==> config.mk <==
export PLATFORM = sky130hd
export DESIGN_NAME = ifetch_ifid
export DESIGN_NICKNAME = d
export VERILOG_FILES = /design/src/rtl/ifetch_ifid.sv
export SDC_FILE = /design/constraint.sdc
export NUM_CORES = 1
export LEC_CHECK = 0
export CAP_MARGIN = 20
export CORE_MARGIN = 2
export CORE_UTILIZATION = 45
export DETAILED_ROUTE_END_ITERATION = 16
export PLACE_DENSITY = 0.77
export SYNTH_ARGS = -nofsm -noshare
export SYNTH_HDL_FRONTEND = slang
export SYNTH_SLANG_ARGS = --single-unit
==> constraint.sdc <==
create_clock -name clock -period 6.5 [get_ports clock]
set_input_delay 1.3 -clock clock [delete_from_list [all_inputs] [get_ports clock]]
set_output_delay 1.3 -clock clock [all_outputs]
set_load 0.05 [all_outputs]
==> src/rtl/ifetch_ifid.sv <==
// ifetch_ifid
//   Instruction-fetch stage and IF/ID pipeline register of the 5-stage core.
//   Owns the PC and drives the instruction-memory request. It presents
//   {pc, pc+4, instruction, valid} to the decode stage. The hazard unit can
//   stall it, ID can redirect it (branch/jump) and CP0 can redirect it
//   (exception/eret). There is no branch delay slot: a taken redirect squashes
//   the younger fetch.
//
// Ports
//   clock, reset          rising-edge clock, asynchronous active-high reset
//   PC_IFWrite            1 = advance, 0 = hold PC and IF/ID (hazard stall)
//   branch_taken/target   ID redirect, honoured only while PC_IFWrite=1
//   exc_req               CP0 exception -> EXC_VECTOR, honoured regardless of stall
//   eret/epc              return from exception -> epc, honoured regardless of stall
//   imem_req/addr         fetch request and word-aligned fetch address
//   imem_rdata/ready      returned instruction and its one-cycle strobe
//   if_id_*               IF/ID register contents
//   fetch_busy            1 while not in FETCH
//   fetch_state           raw FSM state (0 FETCH, 1 HOLD, 2 DISCARD) for debug
//
// Memory handshake: while imem_req=1 the request is outstanding and imem_addr
// stays stable. The memory answers with exactly one imem_ready pulse, and
// imem_rdata is valid in that cycle. A request cannot be cancelled, so it
// always completes: a redirect that arrives before the answer is parked in
// DISCARD until the stale data returns.

module ifetch_ifid #(
    parameter logic [31:0] RESET_PC   = 32'h0000_0000,
    parameter logic [31:0] EXC_VECTOR = 32'h0000_F000
) (
    input  logic        clock,
    input  logic        reset,
    input  logic        PC_IFWrite,
    input  logic        branch_taken,
    input  logic [31:0] branch_target,
    input  logic        exc_req,
    input  logic        eret,
    input  logic [31:0] epc,
    output logic        imem_req,
    output logic [31:0] imem_addr,
    input  logic [31:0] imem_rdata,
    input  logic        imem_ready,
    output logic [31:0] if_id_pc,
    output logic [31:0] if_id_pc_plus4,
    output logic [31:0] if_id_instruction,
    output logic        if_id_valid,
    output logic        fetch_busy,
    output logic [1:0]  fetch_state
);

    typedef enum logic [1:0] {
        FETCH   = 2'd0,
        HOLD    = 2'd1,
        DISCARD = 2'd2
    } state_t;

    state_t      state, state_nxt;
    logic [31:0] pc, pc_nxt;
    logic [31:0] pend, pend_nxt;      // redirect target parked during DISCARD
    logic [31:0] hold_buf, hold_nxt;  // single skid entry for a stalled fetch
    logic [31:0] ifid_pc_nxt, ifid_pc4_nxt, ifid_instr_nxt;
    logic        ifid_valid_nxt;

    logic        redirect;
    logic [31:0] target;
    logic [31:0] pc_plus4;

    // Branches only count when the pipeline advances; CP0 redirects always win.
    assign redirect = exc_req | eret | (branch_taken & PC_IFWrite);
    assign target   = exc_req ? EXC_VECTOR : (eret ? epc : branch_target);
    assign pc_plus4 = pc + 32'd4;

    always_ff @(posedge clock or posedge reset) begin
        if (reset) begin
            state             <= FETCH;
            pc                <= RESET_PC;
            pend              <= 32'h0;
            hold_buf          <= 32'h0;
            if_id_pc          <= 32'h0;
            if_id_pc_plus4    <= 32'h0;
            if_id_instruction <= 32'h0;
            if_id_valid       <= 1'b0;
        end else begin
            state             <= state_nxt;
            pc                <= pc_nxt;
            pend              <= pend_nxt;
            hold_buf          <= hold_nxt;
            if_id_pc          <= ifid_pc_nxt;
            if_id_pc_plus4    <= ifid_pc4_nxt;
            if_id_instruction <= ifid_instr_nxt;
            if_id_valid       <= ifid_valid_nxt;
        end
    end

    always_comb begin
        state_nxt      = state;
        pc_nxt         = pc;
        pend_nxt       = pend;
        hold_nxt       = hold_buf;
        ifid_pc_nxt    = if_id_pc;
        ifid_pc4_nxt   = if_id_pc_plus4;
        ifid_instr_nxt = if_id_instruction;
        ifid_valid_nxt = if_id_valid;

        case (state)
            FETCH: begin
                if (redirect) begin
                    ifid_valid_nxt = 1'b0;
                    ifid_instr_nxt = 32'h0;
                    if (imem_ready) begin
                        pc_nxt = target;
                    end else begin
                        pend_nxt  = target;
                        state_nxt = DISCARD;
                    end
                end else if (imem_ready) begin
                    if (PC_IFWrite) begin
                        ifid_pc_nxt    = pc;
                        ifid_pc4_nxt   = pc_plus4;
                        ifid_instr_nxt = imem_rdata;
                        ifid_valid_nxt = 1'b1;
                        pc_nxt         = pc_plus4;
                    end else begin
                        // Stalled while the data arrives: park it so it is not lost.
                        hold_nxt  = imem_rdata;
                        state_nxt = HOLD;
                    end
                end else if (PC_IFWrite) begin
                    ifid_valid_nxt = 1'b0;
                    ifid_instr_nxt = 32'h0;
                end
            end

            HOLD: begin
                if (redirect) begin
                    ifid_valid_nxt = 1'b0;
                    ifid_instr_nxt = 32'h0;
                    hold_nxt       = 32'h0;
                    pc_nxt         = target;
                    state_nxt      = FETCH;
                end else if (PC_IFWrite) begin
                    ifid_pc_nxt    = pc;
                    ifid_pc4_nxt   = pc_plus4;
                    ifid_instr_nxt = hold_buf;
                    ifid_valid_nxt = 1'b1;
                    hold_nxt       = 32'h0;
                    pc_nxt         = pc_plus4;
                    state_nxt      = FETCH;
                end
            end

            DISCARD: begin
                if (redirect) begin
                    pend_nxt = target;
                end
                if (redirect || PC_IFWrite) begin
                    ifid_valid_nxt = 1'b0;
                    ifid_instr_nxt = 32'h0;
                end
                if (imem_ready) begin
                    // A redirect in the very cycle the stale data lands still counts.
                    pc_nxt    = redirect ? target : pend;
                    state_nxt = FETCH;
                end
            end

            default: begin
                state_nxt = FETCH;
            end
        endcase
    end

    assign imem_req    = (state != HOLD);
    assign imem_addr   = {pc[31:2], 2'b00};
    assign fetch_busy  = (state != FETCH);
    assign fetch_state = state;

endmodule

==> results.py <==
metrics = {
    "status": {
        "status": "completed",
    },
    "worst_setup_path": {
        "rr_worst_depth": 6,
        "reg2reg_from": "fetch_state[0]",
        "reg2reg_to": "pc[25]",
        "critical_path.startpoint_type": "primary input",
        "r2r_setup_slack_ns": 3.57,
        "endpoint_kind": "flop",
        "required_ns": 6.82,
        "startpoint": "exc_req",
        "critPathKind": "in -> reg",
        "worstPathMaxFanout": 90,
        "crit_arrival_ns": 4.14,
        "worstSetupEndpoint": "if_id_pc[24]",
    },
    "cells_and_area": {
        "layout_common_cells": "clkdlybuf4s50_1, dfrtp_1, nor2_1",
        "antenna_cells": 0,
        "final_common_cell": "clkdlybuf4s50_1",
        "final_layout_size_suffix_gt1_share_pct": 8.57,
        "postLayoutCoreUtil_pct": 59.4,
        "regArea_um2": 4830,
        "multi_input_area_um2": 4210,
        "syn_to_final_growth_pct": 29.8,
        "nets": 1204,
        "fillers": 1744,
    },
    "pwr": {
        "p_per_area_nw_per_um2": 466,
        "leakage_nw": 5.17,
        "ir_drop_mv": 0.318,
    },
    "synth": {
        "synth_ff_type": "dfrtp_1",
        "ys_async_sr_fraction_pct": 100,
        "yosys_register_bits": 193,
        "syn_area_um2": 9610,
        "syn_inst": 946,
        "synth_warnings": 0,
        "syn_area_per_cell_um2": 10.2,
        "synth_cell_type_count": 56,
        "synth_edf_count": 0,
        "seq_area_frac_synth_pct": 50.2,
    },
    "cts": {
        "cts_buffer_depth": 2,
        "cts.root.buffer_cell": "clkbuf_16",
        "clk_pin_slew_ns": 0.08,
        "clkLatencyLatePin_ns": 0.44,
        "cts_htree_levels": 4,
        "cts_resized": 0,
        "numCtsBuffers": 17,
        "cts.sinks": 193,
        "cts_hold_buffers": 0,
        "cts_setup_buffers": 0,
        "cts_tree": "built",
    },
    "timing": {
        "max_freq_mhz": 262,
        "skew_ns": 0.0125,
        "slew_violations": 0,
        "slew_headroom_pct": 20.4,
        "setup_viol": 0,
        "worst_pin_slew_ns": 1.19,
        "period_minus_slack_ns": 3.82,
        "final-hold-violation-count": 0,
        "min_period_over_period_pct": 58.8,
        "rsz0062_at_grt": "false",
        "finalSetupTns_ns": 0,
    },
    "drt": {
        "routed_wl_um": 27100,
        "avgRoutedWirePerCell_um": 19.6,
        "dr.pass1.iters": 7,
        "drtIter0Drc": 652,
        "drc": 0,
        "drtAntennaViolNets": 0,
        "viasPerCell": 5.88,
        "vias": 8133,
    },
    "grt": {
        "grt_pass1_vias": 7982,
        "grt.total_usage_pct": 24.4,
        "grt_start_max_net_pins": 194,
        "grt_pass1_wl_um": 43200,
        "antenna_found_initial": 0,
        "gr-total-overflow": 0,
    },
    "die": {
        "ios": 236,
        "core-area_um2": 21000,
        "dieArea_um2": 22500,
        "rows": 53,
        "initial_core_util_pct": 45.7,
        "die_w_um": 150,
        "die_y_um": 150,
    },
    "placement": {
        "dpl.hpwl_um": 18100,
        "gp_congestion": 0.894,
        "io_buffers": 233,
    },
    "job": {
        "drv_cap": 0,
    },
    "worst_hold_path": {
        "hold_path.class": "reg -> reg",
    },
}
## layout make-up
| cell class | count | share of cell area (%) |
|---|---|---|
| Clock buffer | 17 | 3.41 |
| Clock inverter | 15 | 1.51 |
| Inverter | 8 | 0.271 |
| Multi-Input combinational cell | 629 | 33.8 |
| Sequential cell | 193 | 38.7 |
| Tap cell | 275 | 2.76 |
| Timing Repair Buffer | 247 | 19.6 |
## logic make-up (layout without fill, tap and decap cells)
family,Yosys count,in the layout,synth area share (%)
mux,63,63,6.99
buf+inv,125,287,6.35
xor+xnor,27,27,2.46
other cells,1,2,0.0390
compound gates,303,303,22.0
simple gates,229,229,11.2
flops,193,193,50.2
fa+ha+maj,5,5,0.651
## power breakdown
part           switching, mW  internal [mW]
registers              0.404           1.67
clock network          0.528          0.556
logic                   1.70          0.964
## per-layer routing
| layer | vias to the layer above | global-route usage (%) | routed length [um] |
|---|---|---|---|
| li1 | 3746 | - | - |
| met5 | - | 0 | 0 |
| met2 | 343 | 40.0 | 13200 |
| met3 | 35 | 5.39 | 1950 |
| met4 | 0 | 8.07 | 693 |
| met1 | 4009 | 32.2 | 11300 |
## cell usage after synthesis (all sizes together) (9+ instances only)
| cell | number | area, um^2 |
|---|---|---|
| a21oi | 63 | 315 |
| a22o | 58 | 508 |
| a22oi | 46 | 345 |
| buf | 49 | 324 |
| clkbuf | 68 | 256 |
| dfrtp | 193 | 4830 |
| mux2 | 33 | 372 |
| mux2i | 30 | 300 |
| nand2 | 68 | 258 |
| nand3 | 16 | 85.1 |
| nor2 | 76 | 285 |
| nor3 | 9 | 45.0 |
| nor4 | 10 | 62.6 |
| o21ai | 49 | 245 |
| o2bb2ai | 12 | 105 |
| o31ai | 33 | 248 |
| xnor2 | 20 | 175 |
## worst min-delay path by stage
stage	cells after the start	startpoint	to	slack [ns]
after global routing	2	if_id_instruction[24]	if_id_instruction[24]	0.50
after detailed placement	2	if_id_instruction[24]	if_id_instruction[24]	0.47
after CTS	2	if_id_instruction[24]	if_id_instruction[24]	0.48
after global placement	2	if_id_instruction[24]	if_id_instruction[24]	0.46
after floorplan	2	pend[29]	pend[29]	0.45
final	2	if_id_instruction[15]	if_id_instruction[15]	0.48
## per-stage QoR
| step | instance area, um^2 | setup slack (ns) | power, mW | hold slack [ns] | cells |
|---|---|---|---|---|---|
| floorplan | 9620 | 2.71 | 3.90 | 0.450 | 947 |
| global placement | 11900 | 2.31 | 4.70 | 0.458 | 1352 |
| detailed placement | 11900 | 2.27 | 4.75 | 0.466 | 1352 |
| CTS | 12500 | 2.72 | 5.84 | 0.482 | 1384 |
| global route | 12500 | 2.51 | 6.11 | 0.501 | 1384 |
| finish | 12500 | 2.68 | 5.82 | 0.476 | 1384 |
## flip-flops by register name (all words and copies together), names as in the netlist
name	cells
fetch_state	2
hold_buf	32
if_id_instruction	32
if_id_pc	30
if_id_pc_plus4	32
if_id_valid	1
pc	32
pend	32
## critical path, stage by stage
cell and delay [ns]:
clkdlybuf4s50_1 0.39, buf_4 0.26, a211oi_2 0.56, nand2_1 0.26, nor2_4 0.15, buf_4 0.70
mux2_2 0.42
Note: power is estimated with default switching activity, not from simulation.
